`config.mk`:
```
export PLATFORM = sky130hd
export DESIGN_NAME = serdes_link_supervisor
export DESIGN_NICKNAME = d
export VERILOG_FILES = /design/src/rtl/serdes_link_supervisor.sv
export SDC_FILE = /design/constraint.sdc
export NUM_CORES = 1
export LEC_CHECK = 0
export CORE_MARGIN = 2
export CORE_UTILIZATION = 56
export CTS_BUF_LIST = sky130_fd_sc_hd__clkbuf_2
export DETAILED_ROUTE_END_ITERATION = 6
export PLACE_DENSITY = 0.82
export SETUP_SLACK_MARGIN = 0.15
export SLEW_MARGIN = 25
export SYNTH_ARGS = -nofsm -noshare
export SYNTH_HDL_FRONTEND = slang
export SYNTH_SLANG_ARGS = --single-unit
```
`constraint.sdc`:
```
create_clock -name clock -period 3.6 [get_ports clock]
set_input_delay 0.36 -clock clock [delete_from_list [all_inputs] [get_ports clock]]
set_output_delay 0.36 -clock clock [all_outputs]
set_load 0.01 [all_outputs]
```
`src/rtl/serdes_link_supervisor.sv`:
```
// serdes_link_supervisor: initiator-side supervisor for a transceiver reset controller.
// Ports: clock/reset (sync, active-high); tx_ready, rx_ready, rx_is_lockedtodata [NUM_CH],
// pll_locked (async status in); force_reset, clear_counts (user controls);
// xcvr_reset, link_up, state_code (registered status out); retry_count, loss_count (saturating).
module serdes_link_supervisor #(
    parameter int NUM_CH           = 2,
    parameter int RST_PULSE_CYCLES = 16,
    parameter int READY_TIMEOUT    = 65536,
    parameter int LOSS_DEBOUNCE    = 256,
    parameter int CNT_W            = 16
) (
    input  logic              clock,
    input  logic              reset,
    input  logic [NUM_CH-1:0] tx_ready,
    input  logic [NUM_CH-1:0] rx_ready,
    input  logic [NUM_CH-1:0] rx_is_lockedtodata,
    input  logic              pll_locked,
    input  logic              force_reset,
    input  logic              clear_counts,
    output logic              xcvr_reset,
    output logic              link_up,
    output logic [1:0]        state_code,
    output logic [CNT_W-1:0]  retry_count,
    output logic [CNT_W-1:0]  loss_count
);
    localparam int SW   = 3 * NUM_CH + 1;
    localparam int T1   = RST_PULSE_CYCLES > READY_TIMEOUT ? RST_PULSE_CYCLES : READY_TIMEOUT;
    localparam int TMAX = T1 > LOSS_DEBOUNCE ? T1 : LOSS_DEBOUNCE;
    localparam int TW   = $clog2(TMAX);

    typedef enum logic [1:0] {
        RESET_ASSERT  = 2'd0,
        WAIT_READY    = 2'd1,
        LINK_UP       = 2'd2,
        LOSS_DEBOUNCE_ST = 2'd3
    } state_t;

    state_t          state, nxt;
    logic [SW-1:0]   sync1, sync2;
    logic [TW-1:0]   timer;
    logic            all_ok, retry_inc, loss_inc;

    assign all_ok = &sync2;

    // force_reset overrides every transition and cancels any same-cycle count
    always_comb begin
        nxt       = state;
        retry_inc = 1'b0;
        loss_inc  = 1'b0;
        case (state)
            RESET_ASSERT: nxt = (timer == TW'(RST_PULSE_CYCLES - 1)) ? WAIT_READY : RESET_ASSERT;
            WAIT_READY: begin
                retry_inc = !all_ok && (timer == TW'(READY_TIMEOUT - 1));
                nxt       = all_ok ? LINK_UP : (retry_inc ? RESET_ASSERT : WAIT_READY);
            end
            LINK_UP: nxt = all_ok ? LINK_UP : LOSS_DEBOUNCE_ST;
            default: begin
                loss_inc = !all_ok && (timer == TW'(LOSS_DEBOUNCE - 1));
                nxt      = all_ok ? LINK_UP : (loss_inc ? RESET_ASSERT : LOSS_DEBOUNCE_ST);
            end
        endcase
        if (force_reset) begin
            nxt       = RESET_ASSERT;
            retry_inc = 1'b0;
            loss_inc  = 1'b0;
        end
    end

    always_ff @(posedge clock) begin
        if (reset) begin
            sync1       <= '0;
            sync2       <= '0;
            state       <= RESET_ASSERT;
            timer       <= '0;
            xcvr_reset  <= 1'b1;
            link_up     <= 1'b0;
            state_code  <= 2'd0;
            retry_count <= '0;
            loss_count  <= '0;
        end else begin
            sync1       <= {tx_ready, rx_ready, rx_is_lockedtodata, pll_locked};
            sync2       <= sync1;
            state       <= nxt;
            // a forced reset in RESET_ASSERT counts as a fresh entry, restarting the pulse
            timer       <= (nxt != state || force_reset) ? '0 : timer + TW'(1);
            xcvr_reset  <= nxt == RESET_ASSERT;
            link_up     <= nxt == LINK_UP || nxt == LOSS_DEBOUNCE_ST;
            state_code  <= nxt;
            retry_count <= clear_counts ? '0 : retry_count + CNT_W'(retry_inc && retry_count != '1);
            loss_count  <= clear_counts ? '0 : loss_count + CNT_W'(loss_inc && loss_count != '1);
        end
    end
endmodule

```
==> impl_table.tex <==
\begin{tabular}{lr}
\hline
Metric & Value \\
\hline
\multicolumn{2}{l}{\textbf{Outcome}} \\
Outcome & completed \\
\multicolumn{2}{l}{\textbf{Setup path}} \\
Critical path peak fanout & 9 \\
CP Data Required Time & 3.99 ns \\
Family of cells with the greatest summed delay on the critical path & simple AND/OR/NAND/NOR gates \\
Arrival time worst endpoint & 3.29 ns \\
Crit-path max cell delay & 0.45 ns \\
Worst path cell trace & ha\_1, nand3\_1, nand4bb\_1, or4\_1, nor2\_1, ha\_1, ha\_1, and3\_1, nand4\_1, xor2\_1, nor2\_1 \\
Cell repeated most along the worst path & sky130\_fd\_sc\_hd\_\_ha\_1 \\
Count of buffer and inverter cells on the critical path & 0 \\
Sort of element at the end of the critical path & flip-flop \\
Critical path type & flip-flop to flip-flop \\
Startpoint kind of the worst setup timing path & flip-flop \\
Cell with the largest stage delay on the worst path & sky130\_fd\_sc\_hd\_\_or4\_1 \\
\multicolumn{2}{l}{\textbf{Synth}} \\
Number of flops mapped to enable cells by yosys & 0 \\
Post-synthesis adder-cell area fraction & 2.45\% \\
Post-synthesis register bit count & 66 \\
Synthesized-area fraction occupied by xor and xnor cells & 10.9\% \\
Number of cells produced by synthesis & 340 \\
Share of the synthesized area in the top cell type & 43.1\% \\
Synth Area in Compound Gates & 3.31\% \\
Top area cells in the synthesized netlist & sky130\_fd\_sc\_hd\_\_dfxtp\_1, sky130\_fd\_sc\_hd\_\_xor2\_1, sky130\_fd\_sc\_hd\_\_mux2i\_1, sky130\_fd\_sc\_hd\_\_nor2\_1, sky130\_fd\_sc\_hd\_\_nand3\_1 \\
Number of warnings issued by yosys & 0 \\
Number of nets produced by synthesis & 357 \\
Seq/Total Area, Yosys & 43.1\% \\
Synth area leader & sky130\_fd\_sc\_hd\_\_dfxtp\_1 \\
Most frequent cell after synthesis & sky130\_fd\_sc\_hd\_\_dfxtp\_1 \\
Synth top cells by count & sky130\_fd\_sc\_hd\_\_dfxtp\_1, sky130\_fd\_sc\_hd\_\_nor2\_1, sky130\_fd\_sc\_hd\_\_nand3\_1, sky130\_fd\_sc\_hd\_\_xor2\_1, sky130\_fd\_sc\_hd\_\_nand2\_1 \\
Primary flip-flop cell chosen by synthesis mapping & sky130\_fd\_sc\_hd\_\_dfxtp\_1 \\
Post-synthesis mux area share & 5.23\% \\
Synth async-reset ratio & 0\% \\
Mapped Avg Cell Area & 9.01 um\^{}2 \\
Combinational family with the most area after synthesis & simple AND/OR/NAND/NOR gates \\
Simple logic cell fraction of the synthesized area & 31.8\% \\
Count of cell types in the netlist & 35 \\
Post-synthesis instance area & 3060 um\^{}2 \\
\multicolumn{2}{l}{\textbf{Place}} \\
Placed wire-length estimate after detailed placement & 3.85 mm \\
Weighted congestion at the end of routability-driven global placement & 0.842 \\
I/O Buffers & 46 \\
Post-placement cell count & 444 \\
\multicolumn{2}{l}{\textbf{Timing}} \\
Setup Total Neg Slack & 0 ns \\
Maximum clock rate & 0.344 GHz \\
Hold Violations, Final & 0 \\
RSZ-0062 raised after global routing & false \\
Slew at the pin with the worst max-slew slack & 0.681 ns \\
Endpoints failing setup & 0 \\
Number of slew-limit violations in the final report & 0 \\
Final worst path period share & 80.8\% \\
Slew HR & 54.5\% \\
Crit path time final & 2.91 ns \\
Max Clock Skew & 0.0174 ns \\
\multicolumn{2}{l}{\textbf{Global route}} \\
Grt met3 use & 3.60\% \\
Overflow left after global routing & 0 \\
Global-route usage over all layers & 20.0\% \\
GR Layer Usage met1 & 24.9\% \\
Vias in the first global route & 2350 \\
Highest-utilization routing layer at the global route stage & met2 \\
Met2 usage & 33.6\% \\
First-pass GRT wire length & 9.86 mm \\
Initial antenna violation count & 0 \\
Maximum number of pins on one net before global-route repair & 40 \\
\multicolumn{2}{l}{\textbf{Finish}} \\
P\&R area growth vs syn & 20.3\% \\
Final std cells w/o fill & 460 \\
Number of antenna diodes & 0 \\
Net count reported at finish & 402 \\
End-of-flow core utilization & 70.8\% \\
Ratio of cells with drive above 1 in the final layout & 6.15\% \\
\multicolumn{2}{l}{\textbf{Clocking}} \\
Clock buffer depth & 2 \\
CTS H-tree lvls & 3 \\
Clock tree root driver cell & sky130\_fd\_sc\_hd\_\_clkbuf\_2 \\
Post-CTS Resized & 0 \\
Number of hold-repair buffers added at the cts stage & 0 \\
Clock slew at reported path FFs & 0.18 ns \\
Number of clock sinks seen by CTS & 66 \\
Clock latency on the worst-skew pair & 0.49 ns \\
TritonCTS clock tree & built \\
CTS Buf Count & 9 \\
Post-CTS setup buffer count & 0 \\
\multicolumn{2}{l}{\textbf{Floorplanning}} \\
Die extent in x & 78.0 um \\
\# rows & 26 \\
Die boundary height & 78.0 um \\
Die footprint & 6080 um\^{}2 \\
Initial standard-cell utilization of the core & 58.8\% \\
Core outline area & 5200 um\^{}2 \\
IO Pins & 47 \\
\multicolumn{2}{l}{\textbf{Power}} \\
Power density cells & 328 nW/um\^{}2 \\
Worst vdd ir & 0.000252 V \\
Leak Pwr & 1.26 nW \\
\multicolumn{2}{l}{\textbf{Route}} \\
Drt first pass iters & 4 \\
DRC violation count after routing & 0 \\
Wire length per cell & 12.3 um \\
Vias per cell & 5.43 \\
Vias & 2499 \\
Wire length reported by the detailed router & 5.67 mm \\
Drt first-iter violations & 133 \\
Final ANT Viol Nets & 0 \\
\multicolumn{2}{l}{\textbf{Flow run}} \\
Max-cap viol count & 0 \\
\multicolumn{2}{l}{\textbf{Hold path}} \\
Path type of the worst min-delay path & input port to flip-flop \\
\hline
\end{tabular}
per-stage QoR:
stage | total power [mW] | hold slack [ns] | instance area, um^2 | setup WS, ns
CTS | 1.22 | 0.373 | 3680 | 0.705
finish | 1.21 | 0.393 | 3680 | 0.693
floorplan | 0.777 | 0.414 | 3060 | 1.02
global placement | 0.792 | 0.420 | 3570 | 0.814
detailed placement | 0.793 | 0.420 | 3570 | 0.726
global route | 1.25 | 0.376 | 3680 | 0.534
layout by cell type, fill, tap and decap left out, types with 5 or more instances in the layout:
cell and count:
sky130_fd_sc_hd__dfxtp_1 66, sky130_fd_sc_hd__clkdlybuf4s50_1 46, sky130_fd_sc_hd__nor2_1 38, sky130_fd_sc_hd__nand3_1 27
sky130_fd_sc_hd__xor2_1 25, sky130_fd_sc_hd__nand2_1 19, sky130_fd_sc_hd__nor2b_1 18, sky130_fd_sc_hd__nand3b_1 17
sky130_fd_sc_hd__mux2i_1 16, sky130_fd_sc_hd__nand4_1 13, sky130_fd_sc_hd__xnor2_1 13, sky130_fd_sc_hd__nor4_1 9
sky130_fd_sc_hd__nor3_1 9, sky130_fd_sc_hd__clkbuf_2 9, sky130_fd_sc_hd__o21ai_0 7, sky130_fd_sc_hd__and2_1 6
sky130_fd_sc_hd__a21oi_1 6, sky130_fd_sc_hd__ha_1 6, sky130_fd_sc_hd__inv_1 5
worst paths after layout:
| kind | slack, ns | end | depth (start not counted) | startpoint |
|---|---|---|---|---|
| min reg2reg | 0.46 | sync2[0] | 1 | sync1[0] |
| max reg2reg | 0.69 | loss_count[10] | 11 | timer[0] |
| max | 0.69 | loss_count[10] | 11 | timer[0] |
| min | 0.39 | sync1[6] | 2 | tx_ready[1] |
flip-flops by register name, summed over array words and instances (netlist names):
signal       count
timer           16
loss_count      16
xcvr_reset       1
sync1            7
retry_count     16
link_up          1
sync2            7
state            2
layout make-up:
type                    count  area, um^2
flip-flops and latches     66        1320
multi-input cells         254        1660
well taps                  70        87.6
fillers                   423        1520
clock buffers               9        45.0
inverters                   5        18.8
clock inverters             7        68.8
repair buffers             49         483
worst reg2reg max path, cell delays in order (launching register included):
cell,delay [ns]
sky130_fd_sc_hd__dfxtp_1,0.42
sky130_fd_sc_hd__ha_1,0.20
sky130_fd_sc_hd__nand3_1,0.27
sky130_fd_sc_hd__nand4bb_1,0.33
sky130_fd_sc_hd__or4_1,0.45
sky130_fd_sc_hd__nor2_1,0.10
sky130_fd_sc_hd__ha_1,0.21
sky130_fd_sc_hd__ha_1,0.24
sky130_fd_sc_hd__and3_1,0.23
sky130_fd_sc_hd__nand4_1,0.13
sky130_fd_sc_hd__xor2_1,0.17
sky130_fd_sc_hd__nor2_1,0.05
cells by family (layout without fill, tap and decap cells):
family | count (synthesis) | count (layout)
fa+ha+maj | 6 | 6
mux | 16 | 16
buf+inv | 20 | 70
flops | 66 | 66
simple gates | 177 | 177
compound gates | 17 | 17
xor+xnor | 38 | 38
report_power, final:
group          internal, mW  switching [mW]
Combinational        0.0171          0.0187
Sequential            0.740         0.00253
Clock                 0.159           0.270
Total                 0.916           0.292
metal layers:
metal / vias up / routed length, um
met5: - / 0
met3: 12 / 232
met1: 1155 / 2700
met4: 0 / 102
met2: 53 / 2630
li1: 1279 / -
Note: power is estimated with default switching activity, not from simulation.
